## src/rtl/alu_issue_stage.sv

```systemverilog
// Execute-issue stage: decodes op class/funct into ALU control and operands, registered, 1-cycle latency.
// Two-entry skid (output reg + skid reg); in_ready is registered and never depends on out_ready.
module alu_issue_stage #(
  parameter int          DATA_W       = 32,
  parameter logic [3:0]  ILLEGAL_CTRL = 4'b1111
) (
  input  logic              clk,
  input  logic              rst,
  input  logic              in_valid,
  output logic              in_ready,
  input  logic [1:0]        in_op_class,
  input  logic [5:0]        in_funct,
  input  logic [4:0]        in_shamt,
  input  logic [DATA_W-1:0] in_rs_data,
  input  logic [DATA_W-1:0] in_rt_data,
  input  logic [15:0]       in_imm,
  output logic              out_valid,
  input  logic              out_ready,
  output logic [3:0]        out_ctrl,
  output logic [DATA_W-1:0] out_a,
  output logic [DATA_W-1:0] out_b,
  output logic              out_illegal
);

  logic              out_valid_q, out_valid_d;
  logic [3:0]        out_ctrl_q, out_ctrl_d;
  logic [DATA_W-1:0] out_a_q, out_a_d, out_b_q, out_b_d;
  logic              out_illegal_q, out_illegal_d;
  logic              skid_valid_q, skid_valid_d;
  logic [3:0]        skid_ctrl_q, skid_ctrl_d;
  logic [DATA_W-1:0] skid_a_q, skid_a_d, skid_b_q, skid_b_d;
  logic              skid_illegal_q, skid_illegal_d;
  logic              in_ready_q, in_ready_d;

  logic [3:0]        dec_ctrl;
  logic [DATA_W-1:0] dec_a, dec_b;
  logic              dec_illegal;
  logic              xfer_in, xfer_out;

  assign xfer_in  = in_valid & in_ready_q;
  assign xfer_out = out_valid_q & out_ready;

  always_comb begin
    dec_ctrl    = ILLEGAL_CTRL;
    dec_a       = in_rs_data;
    dec_b       = in_rt_data;
    dec_illegal = 1'b0;
    case (in_op_class)
      2'b00: begin
        case (in_funct)
          6'h20: dec_ctrl = 4'b0010;
          6'h22: dec_ctrl = 4'b0011;
          6'h24: dec_ctrl = 4'b0000;
          6'h25: dec_ctrl = 4'b0001;
          6'h27: dec_ctrl = 4'b0101;
          6'h2A: dec_ctrl = 4'b0100;
          6'h00, 6'h02: begin
            // Shifts operate on rt; rs is not an operand.
            dec_ctrl = (in_funct == 6'h00) ? 4'b1000 : 4'b1001;
            dec_a    = in_rt_data;
            dec_b    = {{(DATA_W-5){1'b0}}, in_shamt};
          end
          default: dec_illegal = 1'b1;
        endcase
      end
      2'b01: begin
        dec_ctrl = 4'b0010;
        dec_b    = {{(DATA_W-16){in_imm[15]}}, in_imm};
      end
      2'b10: begin
        dec_ctrl = 4'b0000;
        dec_b    = {{(DATA_W-16){1'b0}}, in_imm};
      end
      default: begin
        dec_ctrl = 4'b0001;
        dec_b    = {{(DATA_W-16){1'b0}}, in_imm};
      end
    endcase
  end

  always_comb begin
    out_valid_d    = out_valid_q;
    out_ctrl_d     = out_ctrl_q;
    out_a_d        = out_a_q;
    out_b_d        = out_b_q;
    out_illegal_d  = out_illegal_q;
    skid_valid_d   = skid_valid_q;
    skid_ctrl_d    = skid_ctrl_q;
    skid_a_d       = skid_a_q;
    skid_b_d       = skid_b_q;
    skid_illegal_d = skid_illegal_q;
    // A full skid forces in_ready low, so xfer_in cannot coincide with the skid refill path.
    if (xfer_out && skid_valid_q) begin
      out_ctrl_d    = skid_ctrl_q;
      out_a_d       = skid_a_q;
      out_b_d       = skid_b_q;
      out_illegal_d = skid_illegal_q;
      skid_valid_d  = 1'b0;
    end else if (xfer_in && (!out_valid_q || xfer_out)) begin
      out_valid_d   = 1'b1;
      out_ctrl_d    = dec_ctrl;
      out_a_d       = dec_a;
      out_b_d       = dec_b;
      out_illegal_d = dec_illegal;
    end else if (xfer_in) begin
      skid_valid_d   = 1'b1;
      skid_ctrl_d    = dec_ctrl;
      skid_a_d       = dec_a;
      skid_b_d       = dec_b;
      skid_illegal_d = dec_illegal;
    end else if (xfer_out) begin
      out_valid_d = 1'b0;
    end
    in_ready_d = ~skid_valid_d;
  end

  always_ff @(posedge clk or posedge rst) begin
    if (rst) begin
      out_valid_q    <= 1'b0;
      out_ctrl_q     <= 4'b0000;
      out_a_q        <= '0;
      out_b_q        <= '0;
      out_illegal_q  <= 1'b0;
      skid_valid_q   <= 1'b0;
      skid_ctrl_q    <= 4'b0000;
      skid_a_q       <= '0;
      skid_b_q       <= '0;
      skid_illegal_q <= 1'b0;
      in_ready_q     <= 1'b1;
    end else begin
      out_valid_q    <= out_valid_d;
      out_ctrl_q     <= out_ctrl_d;
      out_a_q        <= out_a_d;
      out_b_q        <= out_b_d;
      out_illegal_q  <= out_illegal_d;
      skid_valid_q   <= skid_valid_d;
      skid_ctrl_q    <= skid_ctrl_d;
      skid_a_q       <= skid_a_d;
      skid_b_q       <= skid_b_d;
      skid_illegal_q <= skid_illegal_d;
      in_ready_q     <= in_ready_d;
    end
  end

  assign in_ready    = in_ready_q;
  assign out_valid   = out_valid_q;
  assign out_ctrl    = out_ctrl_q;
  assign out_a       = out_a_q;
  assign out_b       = out_b_q;
  assign out_illegal = out_illegal_q;

endmodule

```

## config.mk

```make
export PLATFORM = sky130hd
export DESIGN_NAME = alu_issue_stage
export DESIGN_NICKNAME = d
export VERILOG_FILES = /design/src/rtl/alu_issue_stage.sv
export SDC_FILE = /design/constraint.sdc
export NUM_CORES = 1
export LEC_CHECK = 0
export CAP_MARGIN = 30
export CORE_AREA = 2 2 108 189
export DETAILED_ROUTE_END_ITERATION = 10
export DIE_AREA = 0 0 110 191
export GPL_ROUTABILITY_DRIVEN = 0
export SLEW_MARGIN = 20
export SYNTH_ARGS = -nofsm -noshare
export SYNTH_HDL_FRONTEND = slang
export SYNTH_SLANG_ARGS = --single-unit
export TNS_END_PERCENT = 20
```

## constraint.sdc

```tcl
create_clock -name clk -period 11.99 [get_ports clk]
set_input_delay 1.199 -clock clk [delete_from_list [all_inputs] [get_ports clk]]
set_output_delay 1.199 -clock clk [all_outputs]
set_load 0.05 [all_outputs]
```

# [After elaboration in Yosys (flattened, before gate mapping)]
# Cells that the tools add are included.
[totals] reg_bits=141 inputBits=97 output_inout_bits=71 wordCells=61
[op_classes] eq_ne=10 mux=23 n_bitwise=5 n_reduce_logical=12
[ops] op="2-to-1 mux 32 bit" n=7
[ops] op="one-hot mux 32 bit (2 select lines)" n=1
[ops] op="equality test 6 bit, second input constant" n=6
[ops] op="one-hot mux 4 bit (7 select lines)" n=1
[ops] op="one-hot mux 4 bit (3 select lines)" n=1
[ops] op="2-to-1 mux 1 bit" n=11
[ops] op="2-to-1 mux 4 bit" n=2
[ops] op="OR reduction 8 bit" n=1
[ops] op="equality test 6 x 2 -> 1 bit, second input constant" n=1
[ops] op="zero test 6 bit" n=1
[ops] op="AND reduction 3 bit" n=2
[ops] op="nonzero test 2 bit" n=2
[ops] op="inverter 1 bit" n=3
[ops] op="AND 1 bit" n=2
[ops] op="equality test 2 x 1 -> 1 bit, second input constant" n=1
[ops] op="equality test 2 bit, second input constant" n=1
[ops] op="logical AND 1 bit" n=2
[ops] op="zero test 2 bit" n=1
[ops] op="!= test 2 x 1 -> 1 bit, second input constant" n=1
[ops] op="OR reduction 2 bit" n=1
[ops] op="zero test 1 bit" n=1
[ops] op="logical OR 1 bit" n=1

# [Depth between registers and ports, before layout]
# Gate-level depths: netlist of run 1.
[logic_depth] ltp_word=6 depth_mapped=7

# [Worst setup path before layout of run 1]
# No wires, ideal clock.
[synth_path] path_type="in2reg" from="in in_valid" to="reg out_b_q[17], in the netlist out_b[17]" arrival_time_ns=2.221 required_ns=11.865 path_slack_ns=9.644 stages=6 path_buffers=1 cell_sequence="nand2_1 a21oi_2 nand2_2 nor2_4 buf_2 a21oi_1"
[synth_between] elab_chain_cells=3
[synth_lines] item="from (decl)" line="9" rtl="input logic in_valid,"
[synth_lines] item="AND 1 bit" line="40" rtl="assign xfer_in = in_valid & in_ready_q;"
[synth_lines] item="logical AND 1 bit" line="99" rtl="end else if (xfer_in && (!out_valid_q || xfer_out)) begin"
[synth_lines] item="nonzero test 2 bit (no line)"
[synth_lines] item="to (signal assigned)" line="134" rtl="out_b_q <= out_b_d;"
[synth_lines] item="to (decl)" line="27" rtl="logic [DATA_W-1:0] out_a_q, out_a_d, out_b_q, out_b_d;"
# No other way between the ends.
# A chain may end at the register's enable or synchronous reset.

# [Worst setup path in the final report of run 1]
[layout_path] from="in in_op_class[1]" to="reg out_a_q[13], in the netlist out_a[13]"
[layout_between] elab_chain_cells=4
[layout_lines] item="from (decl)" line="11" rtl="input logic [1:0] in_op_class,"
[layout_lines] item="zero test 2 bit" line="48" rtl="case (in_op_class)"
[layout_lines] item="2-to-1 mux 32 bit" line="48"
[layout_lines] item="2-to-1 mux 32 bit" line="99"
[layout_lines] item="2-to-1 mux 32 bit" line="93" rtl="if (xfer_out && skid_valid_q) begin"
[layout_lines] item="to (signal assigned)" line="133" rtl="out_a_q <= out_a_d;"
[layout_lines] item="to (decl)" line="27"
# No other way between the ends. The select of a mux whose other input is x is not followed.

==> results.md, run 1 <==
* Met2 Use GR at 34.6%
* Antenna Cells at 0
* Syn Inst Count at 596
* Register area at 3530 um^2
* Final-report setup violation count at 0
* Outcome: complete, no violations
* Post-route DRC violation count at 0
* Area of the die at 21000 um^2
* Max-cap violations at 0
* Layer with the highest usage: met2
* Hold_ws at 481 ps
* Reg2Reg Depth at 5
* Final Core Density at 44.4%
* Fmax at 304 MHz
* Hold Vio Cnt, Final at 0
* Final WL at 20200 um
* CTS root buf: clkbuf_16
* Async S/R FF share, synth at 100%
* Post-DRT Antenna Nets at 0
* Leak at 3.82 nW
* Met3 usage at 3.99%
* Max Root-Sink Buffers at 2
* H-Tree Depth at 4
* CTS tree: built
* Unrepaired setup endpoints after global routing: false
* Seq/Total Area, Yosys at 57.4%
* Area grow syn2layout at 40.6%
* Max transition margin at 41.1%
* Initial antenna violation count at 0
* Least-Margin Pin Slew at 879 ps
* Syn nets at 693
* Number of flops mapped to enable cells by yosys at 0
* Core Box Area at 19500 um^2
* Tcrit/Tclk final at 27.4%
* Post-Syn Area at 6150 um^2
* Router iterations before antenna repair at 5
* # hold bufs at CTS at 0
* Peak supply drop at 171 uV
* Largest fanout on the critical path at 32
* Initial Util at 31.6%
* GRT Total Usage at 19.8%
* Data required time of the worst path at 12270 ps
* Most frequent cells in the layout: 167 x clkdlybuf4s50_1, 140 x dfrtp_1, 75 x nand2_1, 75 x o21ai_1, 49 x a22oi_1
* Dominant synthesized flop cell: dfrtp_1
* Nets@finish at 844
* Slew Limit Fails at 0
* DP HPWL at 13600 um
* Commonest non-fill, non-tap cell in the layout: clkdlybuf4s50_1
* Clock Pin Slew Worst Setup and Hold Paths at 60 ps
* Dominant cells by area after synthesis: dfrtp_1 57%, o21ai_1 6.1%, a22oi_1 6.0%, mux2i_1 5.2%, nand2_1 4.6%
* Hold Crit Class: reg2reg
* Post-synthesis area per instance at 10.3 um^2
* DR vias/cell at 5.13
* Fillcell total at 1923
* # clock sinks at 141
* Inserted Clock Buffers at 17
* Largest net degree at the start of global routing at 106
* Post-synth cell types at 42
* Share of cells above drive strength 1 at 8.03%
* Final Skew at 7.58 ps
* Initial drt markers at 299
* Crit path time final at 3290 ps
* Setup Fix Bufs, Post-CTS at 0
* Grt met1 use at 23.5%
* Row count at 68
* Multi-input logic area at 2410 um^2
* Setup CP Type: in2reg
* WHS Path Cells at 2
* I/O Buffers at 167
* Num ports at 168
* Global route overflow at 0
* Die width at 110 um
* PD cells at 299 nW/um^2
* Clk_lat worst skew at 420 ps
* Vias in the first global route at 5247
* Finished Layout Cells at 1005
* Placed insts at 971
* Cell taking the most area after synthesis: dfrtp_1
* PostCTS Resize Cnt at 0
* First-pass GRT wire length at 30900 um
* Yosys warnings at 0
* CP endpoint kind: flop
* Avg WL per Cell at 20.1 um
* Cell Area, Placed at 8010 um^2
* Yosys top cell area share at 56.9%
* Crit path DAT at 3570 ps
* Final instance area at 8650 um^2
* Setup tns final at 0 ps
* Vias at 5159
* Chip Height at 191 um
* Seq cells post-synth at 141
* Startpoint type of the worst setup path: primary input
[sequential cells by signal, summed over array words and instances, names as in the netlist, 4 cells and up]
signal / cells
out_a: 32
out_b: 32
out_ctrl: 4
skid_a_q: 32
skid_b_q: 32
skid_ctrl_q: 4
[per-stage QoR]
stage                     power, mW  worst slack, ps
after detailed placement       2.06             8020
after global routing           2.74             8460
after global placement         2.03             7720
final                          2.59             8700
after CTS                      2.61             8460
after floorplan                1.62             7010
[where the power goes]
| group | total (mW) | internal, mW | switching [mW] |
|---|---|---|---|
| combinational | 1.19 | 0.411 | 0.774 |
| sequential | 0.858 | 0.712 | 0.145 |
| clock | 0.544 | 0.326 | 0.218 |
| total | 2.59 | 1.45 | 1.14 |
[routing by layer]
metal / wire length, um / share of wire, % / up-vias
met5: 0 / 0 / -
met4: 468 / 2.3 / 0
met3: 1160 / 5.8 / 26
met2: 10800 / 54 / 175
met1: 7680 / 38 / 2497
li1: - / - / 2461
[cell type report]
cell class,count,area share (%)
clock buffers,21,5.44
inverters,6,0.318
flip-flops and latches,141,40.8
repair buffers,176,20.5
clock inverters,11,1.52
multi-input cells,405,27.9
well taps,245,3.54
[worst max-delay path, cell delays in order]
cell             delay (ps)
clkdlybuf4s50_1         510
nor2_2                  710
nand2_4                 610
mux2i_1                 410
o21ai_1                  90
[worst paths after layout]
| kind | from | endpoint | slack (ps) |
|---|---|---|---|
| worst max-delay path | in_op_class[1] | out_a[13] | 8700 |
| worst min-delay path | skid_b_q[2] | skid_b_q[2] | 480 |
| worst max register to register | out_valid | out_b[21] | 9830 |
| worst min register to register | skid_b_q[2] | skid_b_q[2] | 480 |
| max in group asynchronous | rst | skid_ctrl_q[3] | 9390 |
| min in group asynchronous | rst | out_a[16] | 1320 |
[cell usage after synthesis (2+ instances only)]
| master | n |
|---|---|
| a211oi_2 | 4 |
| a21boi_0 | 4 |
| a21o_1 | 2 |
| a21oi_1 | 47 |
| a221o_1 | 4 |
| a22oi_1 | 49 |
| and3_1 | 12 |
| buf_1 | 4 |
| buf_2 | 9 |
| buf_6 | 3 |
| clkbuf_1 | 27 |
| dfrtp_1 | 140 |
| inv_1 | 6 |
| mux2i_1 | 32 |
| nand2_1 | 75 |
| nand3_1 | 3 |
| nor2_1 | 26 |
| nor2_4 | 2 |
| nor2b_1 | 2 |
| nor4_1 | 4 |
| o21ai_0 | 23 |
| o21ai_1 | 75 |
| o22ai_1 | 16 |
| o31ai_1 | 9 |
[kinds of logic (layout without fill, tap and decap cells)]
family | after synthesis | after routing | synth area share [%]
AOI/OAI and AO/OA | 238 | 238 | 23.3
muxes | 32 | 32 | 5.21
and+or+nand+nor | 135 | 135 | 10.2
DFF | 141 | 141 | 57.4
buffers and inverters | 50 | 214 | 3.86
Note: power is estimated with default switching activity, not from simulation.
==> run 2, diff against run 1 <==
==> constraint.sdc (replaced) <==
create_clock -name clk -period 2.8 [get_ports clk]
set_input_delay 0.28 -clock clk [delete_from_list [all_inputs] [get_ports clk]]
set_output_delay 0.28 -clock clk [all_outputs]
set_load 0.05 [all_outputs]
==> results.md, run 2 (synthesis gave the netlist of run 1 again) <==
* Max transition margin at 61.0%
* Vias at 5269
* Final-report setup violation count at 0
* Fmax at 479 MHz
* Clk network pwr share at 20.2%
* Clock Pin Slew Worst Setup and Hold Paths at 60 ps
* Hold Vio Cnt, Final at 0
* Post-route DRC violation count at 0
* PD cells at 1260 nW/um^2
* Outcome: complete, no violations
* Area grow syn2layout at 41.6%
* Global route overflow at 0
* Sw Pwr at 4.84 mW
* Combinational group share of total power at 46.6%
* Unrepaired setup endpoints after global routing: false
* I/O Buffers at 167
* Antenna Cells at 0
* Tcrit/Tclk final at 74.6%
* Startpoint type of the worst setup path: flop
* First-pass GRT wire length at 31000 um
* Router iterations before antenna repair at 4
* Total internal power at 6.16 mW
* Most frequent cells in the layout: 167 x clkdlybuf4s50_1, 140 x dfrtp_1, 75 x nand2_1, 75 x o21ai_1, 49 x a22oi_1
* PostCTS Resize Cnt at 0
* Final Skew at 7.72 ps
* Chip Height at 191 um
* DP HPWL at 14200 um
* Num ports at 168
* Initial Util at 31.6%
* Final WL at 20000 um
* Area of the die at 21000 um^2
* Crit path time final at 2090 ps
* Hold_ws at 326 ps
* CP top delay family: buffers and inverters
* Crit-path cells: clkdlybuf4s50_1
* Clk_lat worst skew at 420 ps
* Row count at 68
* # clock sinks at 141
* CTS root buf: clkbuf_16
* GRT Total Usage at 19.8%
* Core Box Area at 19500 um^2
* Commonest non-fill, non-tap cell in the layout: clkdlybuf4s50_1
* Setup Fix Bufs, Post-CTS at 0
* Setup tns final at 0 ps
* CTS tree: built
* Avg WL per Cell at 19.7 um
* Crit path buf inv count at 1
* Least-Margin Pin Slew at 583 ps
* Max Root-Sink Buffers at 2
* Crit path DAT at 1810 ps
* Slew Limit Fails at 0
* Sw Ratio at 44.0%
* DR vias/cell at 5.20
* Largest fanout on the critical path at 3
* Register share of total power at 33.3%
* Initial antenna violation count at 0
* Max-cap violations at 0
* Setup CP Type: reg2out
* Peak supply drop at 641 uV
* # hold bufs at CTS at 0
* Post-DRT Antenna Nets at 0
* Crit-path slowest cell: clkdlybuf4s50_1
* Hold Crit Class: in2async
* Initial drt markers at 313
* CP endpoint kind: output port
* CP peak stage delay at 820 ps
* Die width at 110 um
* Leak at 3.86 nW
* Data required time of the worst path at 2520 ps
* Inserted Clock Buffers at 17
* Nets@finish at 853
* H-Tree Depth at 4
* Vias in the first global route at 5531
* Share of cells above drive strength 1 at 8.84%
* Largest net degree at the start of global routing at 106
## run 2: cell types whose count changed in the layout (fill, tap and decap cells not counted), moves of 2 or more
cell      change
buf_12        +4
buf_4         +7
clkbuf_1      +2
clkbuf_8      -3
clkinv_4      +2
inv_6         -2
## run 2: per-stage QoR
stage          total power [mW]  instances  setup WS (ps)  cell area [um^2]  utilization, %
2_1_floorplan              6.92        596            758              6160               -
3_3_place_gp               8.80        982            536              8140            41.8
3_5_place_dp               8.85        982            511              8140            41.8
4_1_cts                    11.1       1014            692              8720            44.7
5_1_grt                    11.6       1014            665              8720            44.7
6_report                   11.0       1014            712              8720            44.7
## run 2: final cells by class
class | count | area, um^2
clock buffer | 20 | 437
clock inverter | 12 | 138
fill | 1873 | 10800
inverter | 6 | 26.3
multi-input combinational | 405 | 2410
sequential | 141 | 3530
tap | 245 | 307
timing repair buffer | 185 | 1870
## run 2: routing by layer
| layer | track usage, % | up-vias | share of wire [%] |
|---|---|---|---|
| met5 | 0 | - | 0 |
| met2 | 35.2 | 154 | 54 |
| met4 | 8.03 | 0 | 3.1 |
| li1 | - | 2492 | - |
| met1 | 23.0 | 2594 | 39 |
| met3 | 3.51 | 29 | 4.0 |
## run 2: path summary, 6_finish.rpt
path	start	endpoint	slack (ps)	depth (start not counted)
max reg2reg	out_valid	out_a[18]	1010	5
max	in_ready	in_ready	710	1
min reg2reg	skid_b_q[10]	skid_b_q[10]	480	2
max in group asynchronous	rst	skid_a_q[16]	2040	3
min	rst	out_b[7]	330	3
min in group clk	in_rt_data[24]	skid_b_q[24]	470	3
## run 2: power by group through the flow
stage	combinational, mW	sequential, mW	clock, mW
5_1_grt	5.52	3.77	2.35
3_5_place_dp	5.17	3.68	0
2_1_floorplan	1.64	5.28	0
3_3_place_gp	5.13	3.67	0
6_report	5.12	3.66	2.22
4_1_cts	5.18	3.66	2.26
==> run 3, diff against run 2 <==
==> constraint.sdc (replaced) <==
create_clock -name clk -period 1.7 [get_ports clk]
set_input_delay 0.17 -clock clk [delete_from_list [all_inputs] [get_ports clk]]
set_output_delay 0.17 -clock clk [all_outputs]
set_load 0.05 [all_outputs]
==> results.md, run 3 (synthesis gave the netlist of run 1 again) <==
* Global route overflow at 0
* Max-cap violations at 0
* Reg2Reg Launch Point: in_ready
* Max Root-Sink Buffers at 2
* Clk network pwr share at 21.3%
* Area grow syn2layout at 46.8%
* I/O Buffers at 167
* CP endpoint kind: flop
* Chip Height at 191 um
* Register share of total power at 32.7%
* Max transition margin at 66.9%
* Total internal power at 10.3 mW
* Clk_lat worst skew at 410 ps
* Met1 wire length at 7700 um
* Final Skew at 15.0 ps
* H-Tree Depth at 4
* DR vias/cell at 5.03
* Slew Limit Fails at 0
* Sw Pwr at 8.06 mW
* Router iterations before antenna repair at 4
* Nets@finish at 889
* Tot Pwr at 18.3 mW
* Combinational group share of total power at 46.0%
* Post-route DRC violation count at 0
* Tcrit/Tclk final at 91.6%
* Avg WL per Cell at 18.8 um
* Initial antenna violation count at 0
* Area of the die at 21000 um^2
* Share of cells above drive strength 1 at 19.3%
* Unrepaired setup endpoints after global routing: false
* Most frequent cells in the layout: 140 x dfrtp_1, 96 x clkdlybuf4s50_1, 85 x buf_4
* Initial Util at 31.6%
* Outcome: complete, no violations
* Post-DRT Antenna Nets at 0
* Antenna Cells at 0
* Num ports at 168
* Least-Margin Pin Slew at 498 ps
* Data required time of the worst path at 1990 ps
* CTS root buf: clkbuf_16
* Fmax at 642 MHz
* GRT Total Usage at 19.3%
* Largest net degree at the start of global routing at 73
* Largest fanout on the critical path at 16
* Setup Fix Bufs, Post-CTS at 0
* Row count at 68
* PD cells at 2030 nW/um^2
* Peak supply drop at 1020 uV
* Die width at 110 um
* # hold bufs at CTS at 0
* Vias in the first global route at 5377
* WL met3 at 951 um
* Startpoint type of the worst setup path: flop
* # clock sinks at 141
* Met2 Wirelength at 10600 um
* FF-to-FF End: out_b[7]
* Final WL at 19800 um
* Inserted Clock Buffers at 17
* Crit path DAT at 1840 ps
* First-pass GRT wire length at 30200 um
* Reg2Reg Depth at 5
* Hold Vio Cnt, Final at 0
* CTS tree: built
* Slack of the critical path at 143 ps
* Final-report setup violation count at 0
* Uppermost layer routed: met4
* Core Box Area at 19500 um^2
* Hold Crit Class: in2async
* Leak at 4.20 nW
* Sw Ratio at 43.9%
* Vias at 5277
* Initial drt markers at 290
* R2R Setup Slk at 140 ps
* Post-Place Worst Slack at -215 ps
* Commonest non-fill, non-tap cell in the layout: dfrtp_1
* Crit path time final at 1560 ps
* Clock Pin Slew Worst Setup and Hold Paths at 60 ps
* Setup CP Type: reg2reg
* DP HPWL at 14500 um
==> run 3: cell type report <==
type                            count  area [um^2]
Clock buffer                       18          439
Clock inverter                     14          181
Fill cell                        1887        10500
Inverter                            6         26.3
Multi-Input combinational cell    405         2420
Sequential cell                   141         3530
Tap cell                          245          307
Timing Repair Buffer              221         2130
==> run 3: metrics by stage <==
stage | cells | hold WS (ps) | instance area (um^2) | util, % | setup TNS [ps]
after global routing | 1050 | 245 | 9030 | 46.4 | 0
after global placement | 1018 | 461 | 8430 | 43.3 | -11500
after detailed placement | 1018 | 468 | 8430 | 43.3 | -12570
after floorplan | 596 | 271 | 6160 | - | -42830
after CTS | 1050 | 236 | 9020 | 46.3 | 0
final | 1050 | 219 | 9030 | 46.4 | 0
==> run 3: timing repair <==
| action | 4_1_cts | 5_1_grt |
|---|---|---|
| setup endpoints to repair | 24 | 51 |
| cloned | 0 | 0 |
| gates resized for setup | 24 | 2 |
| pin swaps | 0 | 0 |
==> run 3: how the worst max path moves through the flow <==
stage	start	end	slack, ps
2_1_floorplan	rst	out_a[0]	-230
3_3_place_gp	in_funct[0]	out_ctrl[1]	-200
3_5_place_dp	in_funct[0]	out_ctrl[1]	-210
4_1_cts	in_ready	out_b[7]	5
5_1_grt	out_valid	skid_illegal_q	50
6_report	in_ready	out_b[7]	140
==> run 3: critical path, stage by stage (launching register included) <==
cell and delay (ps):
dfstp_2 580, nand2_2 100, a21o_4 300, buf_4 190
a22oi_1 140, o21ai_1 100
==> run 3: power groups by stage <==
| stage | combinational [mW] | sequential (mW) | clock (mW) |
|---|---|---|---|
| after floorplan | 2.69 | 8.70 | 0 |
| after global placement | 8.62 | 6.06 | 0 |
| after detailed placement | 8.71 | 6.06 | 0 |
| after CTS | 8.53 | 6.01 | 3.99 |
| after global routing | 9.06 | 6.20 | 4.16 |
| final | 8.44 | 6.00 | 3.91 |
==> run 3: layer usage <==
| layer | vias to the layer above | track usage [%] |
|---|---|---|
| met5 | - | 0 |
| met2 | 139 | 34.5 |
| met4 | 0 | 7.55 |
| met1 | 2554 | 22.3 |
| met3 | 19 | 3.51 |
| li1 | 2565 | - |
